$ cat src/rtl/reg_file_dbg.sv
// reg_file_dbg: 16x16 CPU register file with a serialized debug access port.
//
// The CPU gets two combinational read ports and one writeback port. A
// req/gnt/rsp debug channel can preload and inspect registers. A debug write
// uses the write port only in a cycle where the CPU is not writing. If that
// write waits too long, cpuStall asks the CPU to hold writeback.
//
// Optional feature: define REG_BYPASS_EN to forward same-cycle writeback data
// onto the read ports (write-before-read). It is off by default.
//
// Ports:
//   clk, rst                 clock; synchronous active-high reset
//   srcReg1/2, srcData1/2    CPU read address / combinational read data
//   dstReg, dstData, writeReg CPU writeback port
//   dbgReq, dbgWe, dbgAddr, dbgWdata  debug command (held until dbgGnt)
//   dbgGnt                   1-cycle pulse when the command is captured
//   dbgRspValid, dbgRdata    1-cycle completion pulse; read data or write echo
//   cpuStall                 request for the CPU to hold writeback
module reg_file_dbg #(
    parameter  int DATA_W       = 16,
    parameter  int NUM_REGS     = 16,
    parameter  int STARVE_LIMIT = 4,
    localparam int AW           = $clog2(NUM_REGS),
    localparam int CW           = $clog2(STARVE_LIMIT + 1)
) (
    input  logic              clk,
    input  logic              rst,
    input  logic [AW-1:0]     srcReg1,
    input  logic [AW-1:0]     srcReg2,
    output logic [DATA_W-1:0] srcData1,
    output logic [DATA_W-1:0] srcData2,
    input  logic [AW-1:0]     dstReg,
    input  logic [DATA_W-1:0] dstData,
    input  logic              writeReg,
    input  logic              dbgReq,
    input  logic              dbgWe,
    input  logic [AW-1:0]     dbgAddr,
    input  logic [DATA_W-1:0] dbgWdata,
    output logic              dbgGnt,
    output logic              dbgRspValid,
    output logic [DATA_W-1:0] dbgRdata,
    output logic              cpuStall
);

    typedef enum logic [1:0] {IDLE, EXEC, RESP} state_t;

    localparam logic [CW-1:0] LIMIT = CW'(STARVE_LIMIT);

    state_t              state_q, state_d;
    logic                cmd_we_q, cmd_we_d;
    logic [AW-1:0]       cmd_addr_q, cmd_addr_d;
    logic [DATA_W-1:0]   cmd_wdata_q, cmd_wdata_d;
    logic [CW-1:0]       starve_q, starve_d;
    logic [DATA_W-1:0]   rdata_q, rdata_d;
    logic [DATA_W-1:0]   regs_q [NUM_REGS];

    logic                cpu_we;
    logic                dbg_we;
    logic                gnt;
    logic                cpu_hit;

    // R0 is hardwired to zero. A write to address 0 never enables a store.
    assign cpu_we  = writeReg && (dstReg != '0);
    // A debug read returns what the register holds after this edge's writeback.
    assign cpu_hit = cpu_we && (dstReg == cmd_addr_q);

    always_comb begin
        state_d     = state_q;
        cmd_we_d    = cmd_we_q;
        cmd_addr_d  = cmd_addr_q;
        cmd_wdata_d = cmd_wdata_q;
        starve_d    = starve_q;
        rdata_d     = rdata_q;
        dbg_we      = 1'b0;
        gnt         = 1'b0;
        case (state_q)
            IDLE: begin
                if (dbgReq) begin
                    gnt         = 1'b1;
                    cmd_we_d    = dbgWe;
                    cmd_addr_d  = dbgAddr;
                    cmd_wdata_d = dbgWdata;
                    state_d     = EXEC;
                end
            end
            EXEC: begin
                if (!cmd_we_q) begin
                    rdata_d  = cpu_hit ? dstData : regs_q[cmd_addr_q];
                    starve_d = '0;
                    state_d  = RESP;
                end else if (!writeReg) begin
                    // The CPU is idle this cycle, so the debug write takes the port.
                    dbg_we   = (cmd_addr_q != '0);
                    rdata_d  = cmd_wdata_q;
                    starve_d = '0;
                    state_d  = RESP;
                end else if (starve_q < LIMIT) begin
                    starve_d = starve_q + 1'b1;
                end
            end
            RESP:    state_d = IDLE;
            default: state_d = IDLE;
        endcase
    end

    always_ff @(posedge clk) begin
        if (rst) begin
            state_q     <= IDLE;
            cmd_we_q    <= 1'b0;
            cmd_addr_q  <= '0;
            cmd_wdata_q <= '0;
            starve_q    <= '0;
            rdata_q     <= '0;
        end else begin
            state_q     <= state_d;
            cmd_we_q    <= cmd_we_d;
            cmd_addr_q  <= cmd_addr_d;
            cmd_wdata_q <= cmd_wdata_d;
            starve_q    <= starve_d;
            rdata_q     <= rdata_d;
        end
    end

    // dbg_we requires writeReg == 0, so the two store enables are never both active.
    always_ff @(posedge clk) begin
        if (rst) begin
            for (int i = 0; i < NUM_REGS; i++) regs_q[i] <= '0;
        end else if (cpu_we) begin
            regs_q[dstReg] <= dstData;
        end else if (dbg_we) begin
            regs_q[cmd_addr_q] <= cmd_wdata_q;
        end
    end

    // Outputs are forced low while reset is held. The FSM state only
    // updates at the edge.
    assign dbgGnt      = gnt && !rst;
    assign dbgRspValid = (state_q == RESP) && !rst;
    assign cpuStall    = (state_q == EXEC) && cmd_we_q && (starve_q >= LIMIT) && !rst;
    assign dbgRdata    = rdata_q;

`ifdef REG_BYPASS_EN
    assign srcData1 = (cpu_we && dstReg == srcReg1) ? dstData : regs_q[srcReg1];
    assign srcData2 = (cpu_we && dstReg == srcReg2) ? dstData : regs_q[srcReg2];
`else
    assign srcData1 = regs_q[srcReg1];
    assign srcData2 = regs_q[srcReg2];
`endif

endmodule

$ cat config.mk
export PLATFORM = sky130hd
export DESIGN_NAME = reg_file_dbg
export DESIGN_NICKNAME = d
export VERILOG_FILES = /design/src/rtl/reg_file_dbg.sv
export SDC_FILE = /design/constraint.sdc
export NUM_CORES = 1
export LEC_CHECK = 0
export ABC_CLOCK_PERIOD_IN_PS = 4000
export CORE_UTILIZATION = 53
export CTS_CLUSTER_DIAMETER = 200
export CTS_CLUSTER_SIZE = 10
export DETAILED_ROUTE_END_ITERATION = 8
export GPL_ROUTABILITY_DRIVEN = 1
export GPL_TIMING_DRIVEN = 0
export PLACE_DENSITY = 0.82
export SLEW_MARGIN = 30
export SYNTH_ARGS = -nofsm -noshare
export SYNTH_HDL_FRONTEND = slang
export SYNTH_SLANG_ARGS = --single-unit
$ cat constraint.sdc
create_clock -name clk -period 4 [get_ports clk]
set_clock_uncertainty 0.05 [all_clocks]
set_input_delay 0.4 -clock clk [delete_from_list [all_inputs] [get_ports clk]]
set_output_delay 0.4 -clock clk [all_outputs]
set_load 0.02 [all_outputs]
==> results.md, run 1 <==
* Outcome: complete, no violations
* Layout fillers at 2348
* Core region area at 32500 um^2
* Cell taking the most area after synthesis: edfxtp_1
* Final min period at 3740 ps
* Die span in y at 184 um
* Vias per cell at 7.38
* Slew Limit Fails at 0
* GRT Overall Usage at 34.8%
* Critical path class: in -> out
* GRT overflow at 0
* Clk sinks at 302
* DRC Markers at 0
* Hold Violations, Final at 0
* Startpoint Class: input pin
* FF/Latch Area at 8610 um^2
* Largest net degree at the start of global routing at 17
* FF+latch count, synth at 302
* Most common cell after layout, fill and taps aside: edfxtp_1
* F_max at 267 MHz
* Routed Antenna Nets at 0
* RSZ-0062 raised after global routing: false
* TNS Setup at 0 ps
* Wire per inst at 31.1 um
* Slew @ Worst Pin at 1040 ps
* N_diodes at 0
* Top FF cell, synth: edfxtp_1
* DR pass1 iterations at 6
* Post-CTS Setup Bufs at 0
* Worst-path clk slew at 60 ps
* EDFF count, synth at 256
* CTS Buffer Depth at 3
* Detailed Route Iter0 Violations at 2216
* Yosys warnings at 0
* Max FO, Critical Path at 10
* Yosys cell types at 47
* CTS tree: built
* Initial antenna violation count at 2
* Worst-Skew Late Latency at 530 ps
* Synthesized area at 17500 um^2
* Initial Utilization at 53.8%
* WP data arrival at 3290 ps
* HPWL after detailed placement at 43500 um
* CTS buffer count at 36
* Cts hold-fix bufs at 0
* Vias in the first global route at 13500
* Leak pwr at 6.56 nW
* Place WS at 270 ps
* HP Class: in -> reg
* PortBufs at 94
* Nets at 1442
* Final setup viols at 0
* Pwr per Cell Area at 397 nW/um^2
* Clock root cell: clkbuf_16
* Htree depth at 2
* Average size of a mapped cell at 14.3 um^2
* Crit. End Element: output pin
* Post-synth top area share at 43.9%
* Area contributors post-synth: edfxtp_1 (44%), mux4_2 (29%), dfxtp_1 (5.3%), nor3_1 (4.6%), clkbuf_1 (2.0%)
* Rel. slew slack at 28.9%
* Post-synth ARST share at 0%
* Area Overhead vs Synth at 15.5%
* Final Wtd Congestion at 0.969
* Area of the die at 33800 um^2
* Slack of the critical path at 259 ps
* Global-route wire length before repair at 85300 um
* Share of layout cells above drive strength 1 at 25.1%
* Final period util at 93.5%
* Number of max-cap violations at 0
* Io pins at 104
* Routed wire length at 57300 um
* Critical Path RT at 3550 ps
* Rows at 66
* Die W at 184 um
* VDD IR max at 0.000254 V
* CTS resizes at 0
* Gate Count Post-Synth at 1229
* Via count at 13600
* Commonest non-fill, non-tap cells in the layout: edfxtp_1 (256), mux4_2 (224), nor3_1 (160)
* Area of the multi-input gates at 8360 um^2
* Sequential fraction of the synthesis area at 49.1%
-- cells by family (layout without fill, tap and decap cells) --
kind of cell               after synthesis  in the layout  synth area share (%)
buffers and inverters                  149            306                  3.69
adders and majority gates                1              1                0.0714
xor gates and xnor gates                 3              3                 0.150
DFF                                    302            302                  49.1
muxes                                  241            241                  29.8
other                                    1             16                0.0214
AOI/OAI and AO/OA                      163            163                  6.54
and+or+nand+nor                        369            369                  10.6
-- cell type report --
| type | count | area share [%] |
|---|---|---|
| buffer | 145 | 3.12 |
| clock buffer | 50 | 4.82 |
| clock inverter | 1 | 0.0433 |
| inverter | 4 | 0.0742 |
| multi-input combinational | 793 | 41.3 |
| sequential | 302 | 42.6 |
| tap | 442 | 2.73 |
| timing repair buffer | 106 | 5.34 |
-- stage by stage --
stage	utilization (%)	hold slack [ps]	power [mW]	instances	area (um^2)
2_1_floorplan	-	394	4.54	1244	17600
3_3_place_gp	58.6	414	5.00	1780	19100
6_report	62.2	366	8.02	1843	20200
3_5_place_dp	59.1	419	5.05	1791	19200
5_1_grt	62.2	392	8.15	1843	20200
4_1_cts	62.1	374	7.94	1842	20200
-- report_power, final --
group | switching (mW) | total (mW) | internal, mW
clock | 1.28 | 2.96 | 1.68
sequential | 0.140 | 3.70 | 3.56
combinational | 0.755 | 1.37 | 0.614
total | 2.17 | 8.02 | 5.85
-- worst paths after layout --
| check | startpoint | to | slack [ps] | cells past startpoint |
|---|---|---|---|---|
| min | dbgWdata[5] | cmd_wdata_q[5] | 370 | 3 |
| max reg2reg | cmd_addr_q[0] | regs_q[4][7] | 360 | 6 |
| min reg2reg | cmd_wdata_q[4] | cmd_wdata_q[4] | 420 | 2 |
| max | srcReg2[1] | srcData2[14] | 260 | 5 |
-- worst max-delay path, stage by stage --
cell             delay [ps]
clkbuf_1                510
clkbuf_1                780
mux4_2                  460
mux4_2                  540
clkdlybuf4s50_1         580
-- state kept, by name, summed over array words and instances (netlist names), named ones only --
signal       cells
regs_q         256
cmd_addr_q       4
dbgRdata        16
starve_q         3
cmd_wdata_q     16
cmd_we_q         1
state_q          2
-- synth_stat cells (2+ instances only) --
cell,instances
buf_2,39
a221oi_1,16
nand2_1,67
o2111a_1,16
o31a_1,2
mux2i_1,17
a21boi_0,16
a22o_1,16
clkbuf_1,91
nand4bb_1,2
and2_1,4
edfxtp_1,256
dfxtp_1,46
o31ai_1,2
o211ai_1,17
nor2b_1,4
and4_1,2
buf_1,10
o21ai_0,11
nand2b_1,18
nor3_1,160
inv_1,4
nor4b_1,3
a21oi_1,58
mux4_2,224
xnor2_1,3
nor2_1,79
nor3_2,20
buf_6,5
o21ai_1,4
-- per-layer routing --
layer	share of wire, %	up-vias	GRT usage, %
met5	0.049	-	0
met4	5.5	2	16.3
met3	17	267	12.8
met2	47	1454	55.2
met1	31	6564	42.4
li1	-	5320	-
Note: power is estimated with default switching activity, not from simulation.
==> inputs of run 2 (changes only) <==
GPL_ROUTABILITY_DRIVEN = 0   (was 1)
==> run 2 against run 1 <==
- fmax grew 0.56%
- flip-flop and latch count stayed put
- setup slack gained 21 ps
- first-iteration DRC count is 11% higher
- critical endpoint is now srcData1[14]
- largest power group unchanged
==> results.md, run 2 (synthesized netlist as in run 1, its figures left out) <==
* Final period util at 93.0%
* Most common cell after layout, fill and taps aside: edfxtp_1
* Max FFs per register at 256
* Number of max-cap violations at 0
* Critical path's slowest cell: clkbuf_1
* Rel. slew slack at 28.8%
* HP Class: in -> reg
* Sw power at 2.20 mW
* Via count at 13800
* Core region area at 32500 um^2
* Commonest non-fill, non-tap cells in the layout: edfxtp_1 (256), mux4_2 (224), nor3_1 (159)
* Clk sinks at 302
* Worst-path clk slew at 60 ps
* Final setup viols at 0
* Share of layout cells above drive strength 1 at 25.3%
* Biggest register: regs_q
* Leak pwr at 6.57 nW
* Clock root cell: clkbuf_16
* Rows at 66
* Area Overhead vs Synth at 15.6%
* Cts hold-fix bufs at 0
* Initial Utilization at 53.8%
* Critical Path Max Stage Delay at 750 ps
* Outcome: complete, no violations
* Max FO, Critical Path at 10
* Routed wire length at 58100 um
* Die span in y at 184 um
* PortBufs at 94
* Slew @ Worst Pin at 1060 ps
* Final Core Density at 62.2%
* Htree depth at 2
* Largest net degree at the start of global routing at 17
* Comb power frac at 17.1%
* VDD IR max at 0.000279 V
* F_max at 269 MHz
* HPWL after detailed placement at 43800 um
* Wire per inst at 31.4 um
* Design Area, Final at 20300 um^2
* Slew Limit Fails at 0
* Initial antenna violation count at 2
* Critical Path RT at 3550 ps
* Final min period at 3720 ps
* Detailed Route Iter0 Violations at 2451
* GRT overflow at 0
* Area of the die at 33800 um^2
* Crit path cell chain: clkbuf_1 > clkbuf_1 > mux4_2 > mux4_2 > clkdlybuf4s50_1
* Routed Antenna Nets at 0
* DR pass1 iterations at 6
* CTS tree: built
* Post-CTS Setup Bufs at 0
* Global-route wire length before repair at 86100 um
* WP data arrival at 3270 ps
* DRC Markers at 0
* Clock network power share at 37.0%
* CP top delay family: buffers and inverters
* Vias per cell at 7.49
* RSZ-0062 raised after global routing: false
* Io pins at 104
* Final cell count without fillers at 1848
* Worst-Skew Late Latency at 530 ps
* Hold Violations, Final at 0
* Nets at 1441
* GRT Overall Usage at 35.1%
* Min Hold Slack at 292 ps
* Place WS at 259 ps
* Pwr Total at 8.06 mW
* Vias in the first global route at 13800
* Buffer and inverter count on the worst path at 3
* CTS Buffer Depth at 3
* Critical path class: in -> out
* TNS Setup at 0 ps
* Startpoint Class: input pin
* CTS resizes at 0
* DP Area at 19200 um^2
* Cells after DPL at 1791
* Share of power burned in registers at 45.9%
* Crit. End Element: output pin
* Switching part of the total power at 27.3%
* P_int at 5.86 mW
* Pwr per Cell Area at 398 nW/um^2
* Slack of the critical path at 280 ps
* Die W at 184 um
* CTS buffer count at 36
==> run 2: path summary, 6_finish.rpt <==
kind | from | endpoint | slack (ps) | depth (start not counted)
worst max register to register | cmd_addr_q[1] | regs_q[5][7] | 370 | 6
worst min register to register | cmd_wdata_q[1] | cmd_wdata_q[1] | 430 | 2
worst min-delay path | rst | dbgRdata[5] | 290 | 4
worst max-delay path | srcReg1[1] | srcData1[14] | 280 | 5
==> run 2: cell type report <==
cell class / instances / area [um^2]
inverter: 4 / 15.0
tap: 442 / 553
antenna: 3 / 7.51
fill: 2303 / 12300
multi-input combinational: 793 / 8360
timing repair buffer: 105 / 1070
clock inverter: 3 / 26.3
sequential: 302 / 8610
buffer: 145 / 633
clock buffer: 51 / 978
==> run 2: worst register-to-register path, stage by stage (launching register included) <==
cell and delay, ps:
dfxtp_1 300, clkbuf_1 310, or4_1 270, a311oi_1 160, o21ai_1 770, clkbuf_1 580
nand2_1 710
==> run 2: power by group through the flow <==
stage,Clock [mW],Combinational (mW),Sequential [mW]
3_5_place_dp,0,1.31,3.74
4_1_cts,2.94,1.33,3.69
5_1_grt,3.05,1.42,3.70
6_report,2.99,1.38,3.70
3_3_place_gp,0,1.26,3.73
2_1_floorplan,0,0.846,3.69
==> run 2: layer usage <==
metal | share of wire, % | up-vias | wire (um) | track usage [%]
met5 | 0.014 | - | 8 | 0
met4 | 6.1 | 2 | 3570 | 17.9
met3 | 17 | 324 | 9870 | 11.7
met2 | 46 | 1505 | 26700 | 55.5
met1 | 31 | 6679 | 17900 | 43.3
li1 | - | 5327 | - | -
